[src/rtl/alu_issue_stage.sv]
// ---------------------------------------------------------------------------
// alu_issue_stage
//
// Command-buffering issue stage placed directly upstream of the combinational
// safealu. Commands (a, b, op) arrive over a valid/ready handshake and are
// queued in a DEPTH-entry circular FIFO. The head entry is driven to safealu.
// The returned result and flags are registered into a one-entry response slot
// that has its own valid/ready handshake. A sticky overflow flag records any
// captured overflow until software clears it.
//
// Ports
//   clk, rst                    clock, synchronous active-high reset
//   cmd_valid/cmd_ready         command handshake
//   cmd_a, cmd_b, cmd_op        command operands and opcode (00 ADD, 01 SUB,
//                               10 AND, 11 OR)
//   alu_a, alu_b, alu_op        head command to safealu (0/0/00 when empty)
//   alu_result, alu_zero,
//   alu_carry, alu_overflow     safealu outputs
//   rsp_valid/rsp_ready         response handshake
//   rsp_result, rsp_zero,
//   rsp_carry, rsp_overflow     registered response
//   sticky_ovf, clr_sticky      sticky overflow flag and its clear
//   count                       FIFO occupancy, 0..DEPTH
// ---------------------------------------------------------------------------
module alu_issue_stage #(
    parameter int DEPTH = 4,
    parameter int W     = 8
) (
    input  logic                       clk,
    input  logic                       rst,

    input  logic                       cmd_valid,
    output logic                       cmd_ready,
    input  logic [W-1:0]               cmd_a,
    input  logic [W-1:0]               cmd_b,
    input  logic [1:0]                 cmd_op,

    output logic [W-1:0]               alu_a,
    output logic [W-1:0]               alu_b,
    output logic [1:0]                 alu_op,
    input  logic [W-1:0]               alu_result,
    input  logic                       alu_zero,
    input  logic                       alu_carry,
    input  logic                       alu_overflow,

    output logic                       rsp_valid,
    input  logic                       rsp_ready,
    output logic [W-1:0]               rsp_result,
    output logic                       rsp_zero,
    output logic                       rsp_carry,
    output logic                       rsp_overflow,

    output logic                       sticky_ovf,
    input  logic                       clr_sticky,

    output logic [$clog2(DEPTH):0]     count
);

    localparam int PW = $clog2(DEPTH);
    localparam int CW = PW + 1;

    typedef enum logic {
        SLOT_EMPTY = 1'b0,
        SLOT_FULL  = 1'b1
    } slot_state_t;

    // ------------------------------------------------------------------
    // State
    // ------------------------------------------------------------------
    logic [W-1:0]  entry_a_q  [DEPTH];
    logic [W-1:0]  entry_b_q  [DEPTH];
    logic [1:0]    entry_op_q [DEPTH];

    logic [PW-1:0] wr_ptr_q, wr_ptr_d;
    logic [PW-1:0] rd_ptr_q, rd_ptr_d;
    logic [CW-1:0] count_q,  count_d;

    slot_state_t   state_q, state_d;

    logic [W-1:0]  rsp_result_q,   rsp_result_d;
    logic          rsp_zero_q,     rsp_zero_d;
    logic          rsp_carry_q,    rsp_carry_d;
    logic          rsp_overflow_q, rsp_overflow_d;
    logic          sticky_ovf_q,   sticky_ovf_d;

    logic          fifo_empty;
    logic          push;
    logic          capture;

    // ------------------------------------------------------------------
    // Handshake decode
    // ------------------------------------------------------------------
    assign fifo_empty = (count_q == '0);

    // Ready depends only on registered occupancy: a full FIFO never accepts,
    // even if the head is being popped in the same cycle.
    assign cmd_ready  = !rst && (count_q < CW'(DEPTH));
    assign push       = cmd_valid && cmd_ready;

    // A command pushed into an empty FIFO is not visible here until the
    // next cycle, so there is no same-cycle bypass into the slot.
    assign capture    = !fifo_empty && ((state_q == SLOT_EMPTY) || rsp_ready);

    // ------------------------------------------------------------------
    // FIFO storage: one write-enabled register set per entry
    // ------------------------------------------------------------------
    generate
        for (genvar gi = 0; gi < DEPTH; gi++) begin : g_entry
            always_ff @(posedge clk) begin
                if (push && (wr_ptr_q == PW'(gi))) begin
                    entry_a_q[gi]  <= cmd_a;
                    entry_b_q[gi]  <= cmd_b;
                    entry_op_q[gi] <= cmd_op;
                end
            end
        end
    endgenerate

    // Head of queue straight out of storage; forced to zero when empty so
    // safealu never sees stale operands.
    always_comb begin
        alu_a  = '0;
        alu_b  = '0;
        alu_op = 2'b00;
        if (!fifo_empty) begin
            alu_a  = entry_a_q[rd_ptr_q];
            alu_b  = entry_b_q[rd_ptr_q];
            alu_op = entry_op_q[rd_ptr_q];
        end
    end

    // ------------------------------------------------------------------
    // Pointer / occupancy next-state
    // ------------------------------------------------------------------
    always_comb begin
        wr_ptr_d = wr_ptr_q;
        rd_ptr_d = rd_ptr_q;
        count_d  = count_q;

        // DEPTH is a power of two, so pointers wrap naturally.
        if (push) begin
            wr_ptr_d = wr_ptr_q + PW'(1);
        end
        if (capture) begin
            rd_ptr_d = rd_ptr_q + PW'(1);
        end

        // Simultaneous push and pop leaves occupancy unchanged.
        if (push && !capture) begin
            count_d = count_q + CW'(1);
        end else if (!push && capture) begin
            count_d = count_q - CW'(1);
        end
    end

    // ------------------------------------------------------------------
    // Response slot FSM and data
    // ------------------------------------------------------------------
    always_comb begin
        state_d        = state_q;
        rsp_result_d   = rsp_result_q;
        rsp_zero_d     = rsp_zero_q;
        rsp_carry_d    = rsp_carry_q;
        rsp_overflow_d = rsp_overflow_q;

        case (state_q)
            SLOT_EMPTY: begin
                if (capture) begin
                    state_d = SLOT_FULL;
                end
            end
            SLOT_FULL: begin
                // Consumer took the response and nothing replaces it.
                if (rsp_ready && !capture) begin
                    state_d = SLOT_EMPTY;
                end
            end
            default: begin
                state_d = SLOT_EMPTY;
            end
        endcase

        // Response data only ever changes on a capture edge; when the slot
        // drains the last values simply remain on the outputs.
        if (capture) begin
            rsp_result_d   = alu_result;
            rsp_zero_d     = alu_zero;
            rsp_carry_d    = alu_carry;
            rsp_overflow_d = alu_overflow;
        end
    end

    // ------------------------------------------------------------------
    // Sticky overflow: a captured overflow beats a simultaneous clear.
    // ------------------------------------------------------------------
    always_comb begin
        sticky_ovf_d = sticky_ovf_q;
        if (capture && alu_overflow) begin
            sticky_ovf_d = 1'b1;
        end else if (clr_sticky) begin
            sticky_ovf_d = 1'b0;
        end
    end

    // ------------------------------------------------------------------
    // Registers
    // ------------------------------------------------------------------
    always_ff @(posedge clk) begin
        if (rst) begin
            wr_ptr_q       <= '0;
            rd_ptr_q       <= '0;
            count_q        <= '0;
            state_q        <= SLOT_EMPTY;
            rsp_result_q   <= '0;
            rsp_zero_q     <= 1'b0;
            rsp_carry_q    <= 1'b0;
            rsp_overflow_q <= 1'b0;
            sticky_ovf_q   <= 1'b0;
        end else begin
            wr_ptr_q       <= wr_ptr_d;
            rd_ptr_q       <= rd_ptr_d;
            count_q        <= count_d;
            state_q        <= state_d;
            rsp_result_q   <= rsp_result_d;
            rsp_zero_q     <= rsp_zero_d;
            rsp_carry_q    <= rsp_carry_d;
            rsp_overflow_q <= rsp_overflow_d;
            sticky_ovf_q   <= sticky_ovf_d;
        end
    end

    // ------------------------------------------------------------------
    // Outputs
    // ------------------------------------------------------------------
    assign rsp_valid    = (state_q == SLOT_FULL);
    assign rsp_result   = rsp_result_q;
    assign rsp_zero     = rsp_zero_q;
    assign rsp_carry    = rsp_carry_q;
    assign rsp_overflow = rsp_overflow_q;
    assign sticky_ovf   = sticky_ovf_q;
    assign count        = count_q;

endmodule

[config.mk]
export PLATFORM = sky130hd
export DESIGN_NAME = alu_issue_stage
export DESIGN_NICKNAME = d
export VERILOG_FILES = /design/src/rtl/alu_issue_stage.sv
export SDC_FILE = /design/constraint.sdc
export NUM_CORES = 1
export LEC_CHECK = 0
export CAP_MARGIN = 0
export CORE_MARGIN = 5
export CORE_UTILIZATION = 55
export CTS_CLUSTER_SIZE = 24
export DETAILED_ROUTE_END_ITERATION = 16
export PLACE_DENSITY = 0.83
export SLEW_MARGIN = 30
export SYNTH_ARGS = -nofsm -noshare
export SYNTH_HDL_FRONTEND = slang
export SYNTH_SLANG_ARGS = --single-unit
[constraint.sdc]
create_clock -name clk -period 4 [get_ports clk]
set_clock_uncertainty 0.05 [all_clocks]
set_input_delay 0.8 -clock clk [delete_from_list [all_inputs] [get_ports clk]]
set_output_delay 0.8 -clock clk [all_outputs]
set_load 0.005 [all_outputs]
==> impl_results.md <==
- GP Congestion: 0.7059
- Post-CTS Setup Inserts: 0
- Post-cts resize count: 0
- HP Class: register to register
- Final antenna-violating net count: 0
- Routed wire per std cell: 17.36 µm
- CTS hold repair buffers: 0
- Setup crit end: alu_op[0]
- Clk_lat worst skew: around 0.34 ns
- Fin. max-slew vios: 0
- Synth Instances: 221
- CP max-delay cell: dfxtp_1
- Distinct cells, synth: 30
- CTS tree: done
- Drt first pass iters: 4
- Total gr overflow: 0
- Worst setup EP type: output pin
- Post-DP HPWL: 4.389 mm
- Power per cell area: 612.7 nW/µm²
- WP data arrival: ~2.3 ns
- Max-slew headroom: 38.91%
- Status: complete, no violations
- Tot GR Track Use: 16.37%
- Crit start category: register
- Fraction of layout cells with a size suffix above 1: around 14%
- Flop2flop setup slack: ~1.4 ns
- Post-synth top area cell: edfxtp_1
- Leakage Power: 1.552 nW
- Most common cell in the netlist: edfxtp_1
- Fill cells: 396
- Sequential-to-total area share from yosys stat: 70.58%
- Area growth syn-to-layout: 25.55%
- Port Buffers: between 60 and 70
- Met3 GRT Util: 4.010%
- Post-place setup slack: 0.8666 ns
- Asr flop ratio synth: 0%
- Max-Cap Viols: 0
- Die H: between 90 and 100 µm
- DRC violations left: 0
- Minimum clock period after layout: 3.174 ns
- Initial DRC Count: 101
- Worst Tran Pin Value: between 0.9 and 1 ns
- Capturing point of the worst reg2reg path: count[2]$_SDFFE_PP0P_
- Core Box Area: between 6000 and 7000 µm²
- H-tree levels: 3
- Hold slack final: between 0.4 and 0.5 ns
- Crit path setup slack, layout: 0.8255 ns
- Initial core utilization: 57.41%
- Num Clock Sinks: 94
- Hold Path Stages: 2
- #FFs+latches synth: 94
- Data required time of the worst path: 3.15 ns
- Worst-path maximum fanout: 18
- Final Hold Fails: 0
- Slowest cell delay on critical path: between 0.9 and 1 ns
- First-pass GRT wire length: 10.56 mm
- Sum Neg Setup Slack: 0 ns
- Highest Clock Rate: 315.0 MHz
- FF+latch area: about 2600 µm²
- Clk root buf: clkbuf_8
- Die area: approximately 8400 µm²
- Syn nets: between 200 and 300
- Critical-path cell list: mux4_2, and2_1, clkdlybuf4s50_1
- Via density: 5.496
- Fin util: 72.08%
- Gr busiest metal: met2
- Synth warnings: 0
- Post-synth top cells: edfxtp_1, and2_1, dfxtp_1
- Post-Syn Area: 3687 µm²
- Maximum root-to-sink buffer count: 2
- Grt met1 use: between 10% and 20%
- Vias in the first global route: 2131
- Yosys top cell area share: 58.64%
- Crit share post-route: between 70 and 80%
- Grt met2 use: 29.01%
- Largest net degree at the start of global routing: 31
- Pwr Total: 0.002836 W
- RSZ-0062 raised after global routing: no
- # nets final: between 300 and 400
- R2r startpoint: count[2]$_SDFFE_PP0P_
- Initial antenna violation count: 0
- Final WL: 6.509 mm
- Via count: 2061
- Number of top-level pins: 69
- Reg2reg path depth: 9
- Num rows: 29
- Critical path class: register to output pin
- Syn_area_per_cell: between 15 and 20 µm²
- Final setup fails: 0
- CTS Buf Count: 9
- Multi-input logic area: 989.7 µm²
- Number of synthesized flops with an enable pin: 72
- Die width: 91.88 µm
- Worst-path clk slew: 0.08 ns
- Dominant cells by area after synthesis: edfxtp_1, dfxtp_1, mux4_2
- VDD IR max: 0.4415 mV
- # diodes: 0
- Synth Flop Type: edfxtp_1
-- per-stage QoR --
stage                     cell area (µm²)  std cells
after global placement               4433        359
after floorplan                      3687        221
after detailed placement             4433        359
final                                4629        375
after global routing                 4629        375
after CTS                            4629        375
-- critical path, delay by kind of cell, from the launching register on --
| kind | cells | cell delay, ns |
|---|---|---|
| flip-flops | 1 | 0.93 |
| buffers and inverters | 1 | 0.47 |
| multiplexers | 1 | 0.41 |
| AND/OR/NAND/NOR | 1 | 0.18 |
-- routing by layer --
metal	vias up	wire, µm
li1	978	-
met1	1025	2508
met2	52	3601
met3	6	325
met4	0	74
met5	-	0
-- area by class of cell --
cell class	count	area share, %
flip-flops and latches	94	56.22
clock buffers	11	3.054
repair buffers	74	15.68
inverters	5	0.4054
clock inverters	5	1.189
multi-input cells	109	21.38
well taps	77	2.081
-- power breakdown --
group / total, W / internal, W / switching (W)
logic: 0.000976 / 0.000589 / 0.000387
clock network: 0.000610 / 0.000307 / 0.000303
registers: 0.00125 / 0.00116 / 0.0000873
-- cell usage in the layout, fill, tap and decap left out, types with 2 or more instances in the layout --
| cell type | instances |
|---|---|
| nand2_1 | 3 |
| or3_1 | 2 |
| mux4_2 | 18 |
| edfxtp_1 | 72 |
| clkinv_2 | 2 |
| buf_4 | 6 |
| clkbuf_8 | 10 |
| nor2_1 | 7 |
| ha_1 | 5 |
| o21ai_1 | 2 |
| a21oi_1 | 14 |
| clkdlybuf4s50_1 | 68 |
| nand3_1 | 10 |
| nand2b_1 | 2 |
| o21ai_0 | 11 |
| inv_1 | 5 |
| dfxtp_1 | 22 |
| xor2_1 | 2 |
| and2_1 | 22 |
-- flip-flops by register name (all words and copies together), names as in the netlist, named ones only --
name	cells
rd_ptr_q	2
rsp_zero	1
rsp_carry	1
wr_ptr_q	2
entry_b_q	32
rsp_result	8
rsp_valid	1
count	3
entry_op_q	8
entry_a_q	32
rsp_overflow	1
sticky_ovf	1
-- cells by family (layout without fill, tap and decap cells) --
group                      after synthesis  in the layout  share of synthesized area, %
buffers and inverters                   18             95                         2.579
DFF                                     94             94                         70.58
AOI/OAI and AO/OA                       30             30                         4.513
muxes                                   19             19                         11.27
and+or+nand+nor                         51             51                         8.110
xor gates and xnor gates                 3              3                        0.7127
adders and majority gates                6              6                         2.240
-- worst min path at each step --
stage                       startpoint                       to  slack, ns
2_1_floorplan  sticky_ovf$_SDFFE_PP0P_  sticky_ovf$_SDFFE_PP0P_       0.39
3_3_place_gp   sticky_ovf$_SDFFE_PP0P_  sticky_ovf$_SDFFE_PP0P_       0.39
3_5_place_dp   sticky_ovf$_SDFFE_PP0P_  sticky_ovf$_SDFFE_PP0P_       0.39
4_1_cts        sticky_ovf$_SDFFE_PP0P_  sticky_ovf$_SDFFE_PP0P_       0.41
5_1_grt        sticky_ovf$_SDFFE_PP0P_  sticky_ovf$_SDFFE_PP0P_       0.44
6_report       sticky_ovf$_SDFFE_PP0P_  sticky_ovf$_SDFFE_PP0P_       0.40
Power figures use the tool's default switching activity.
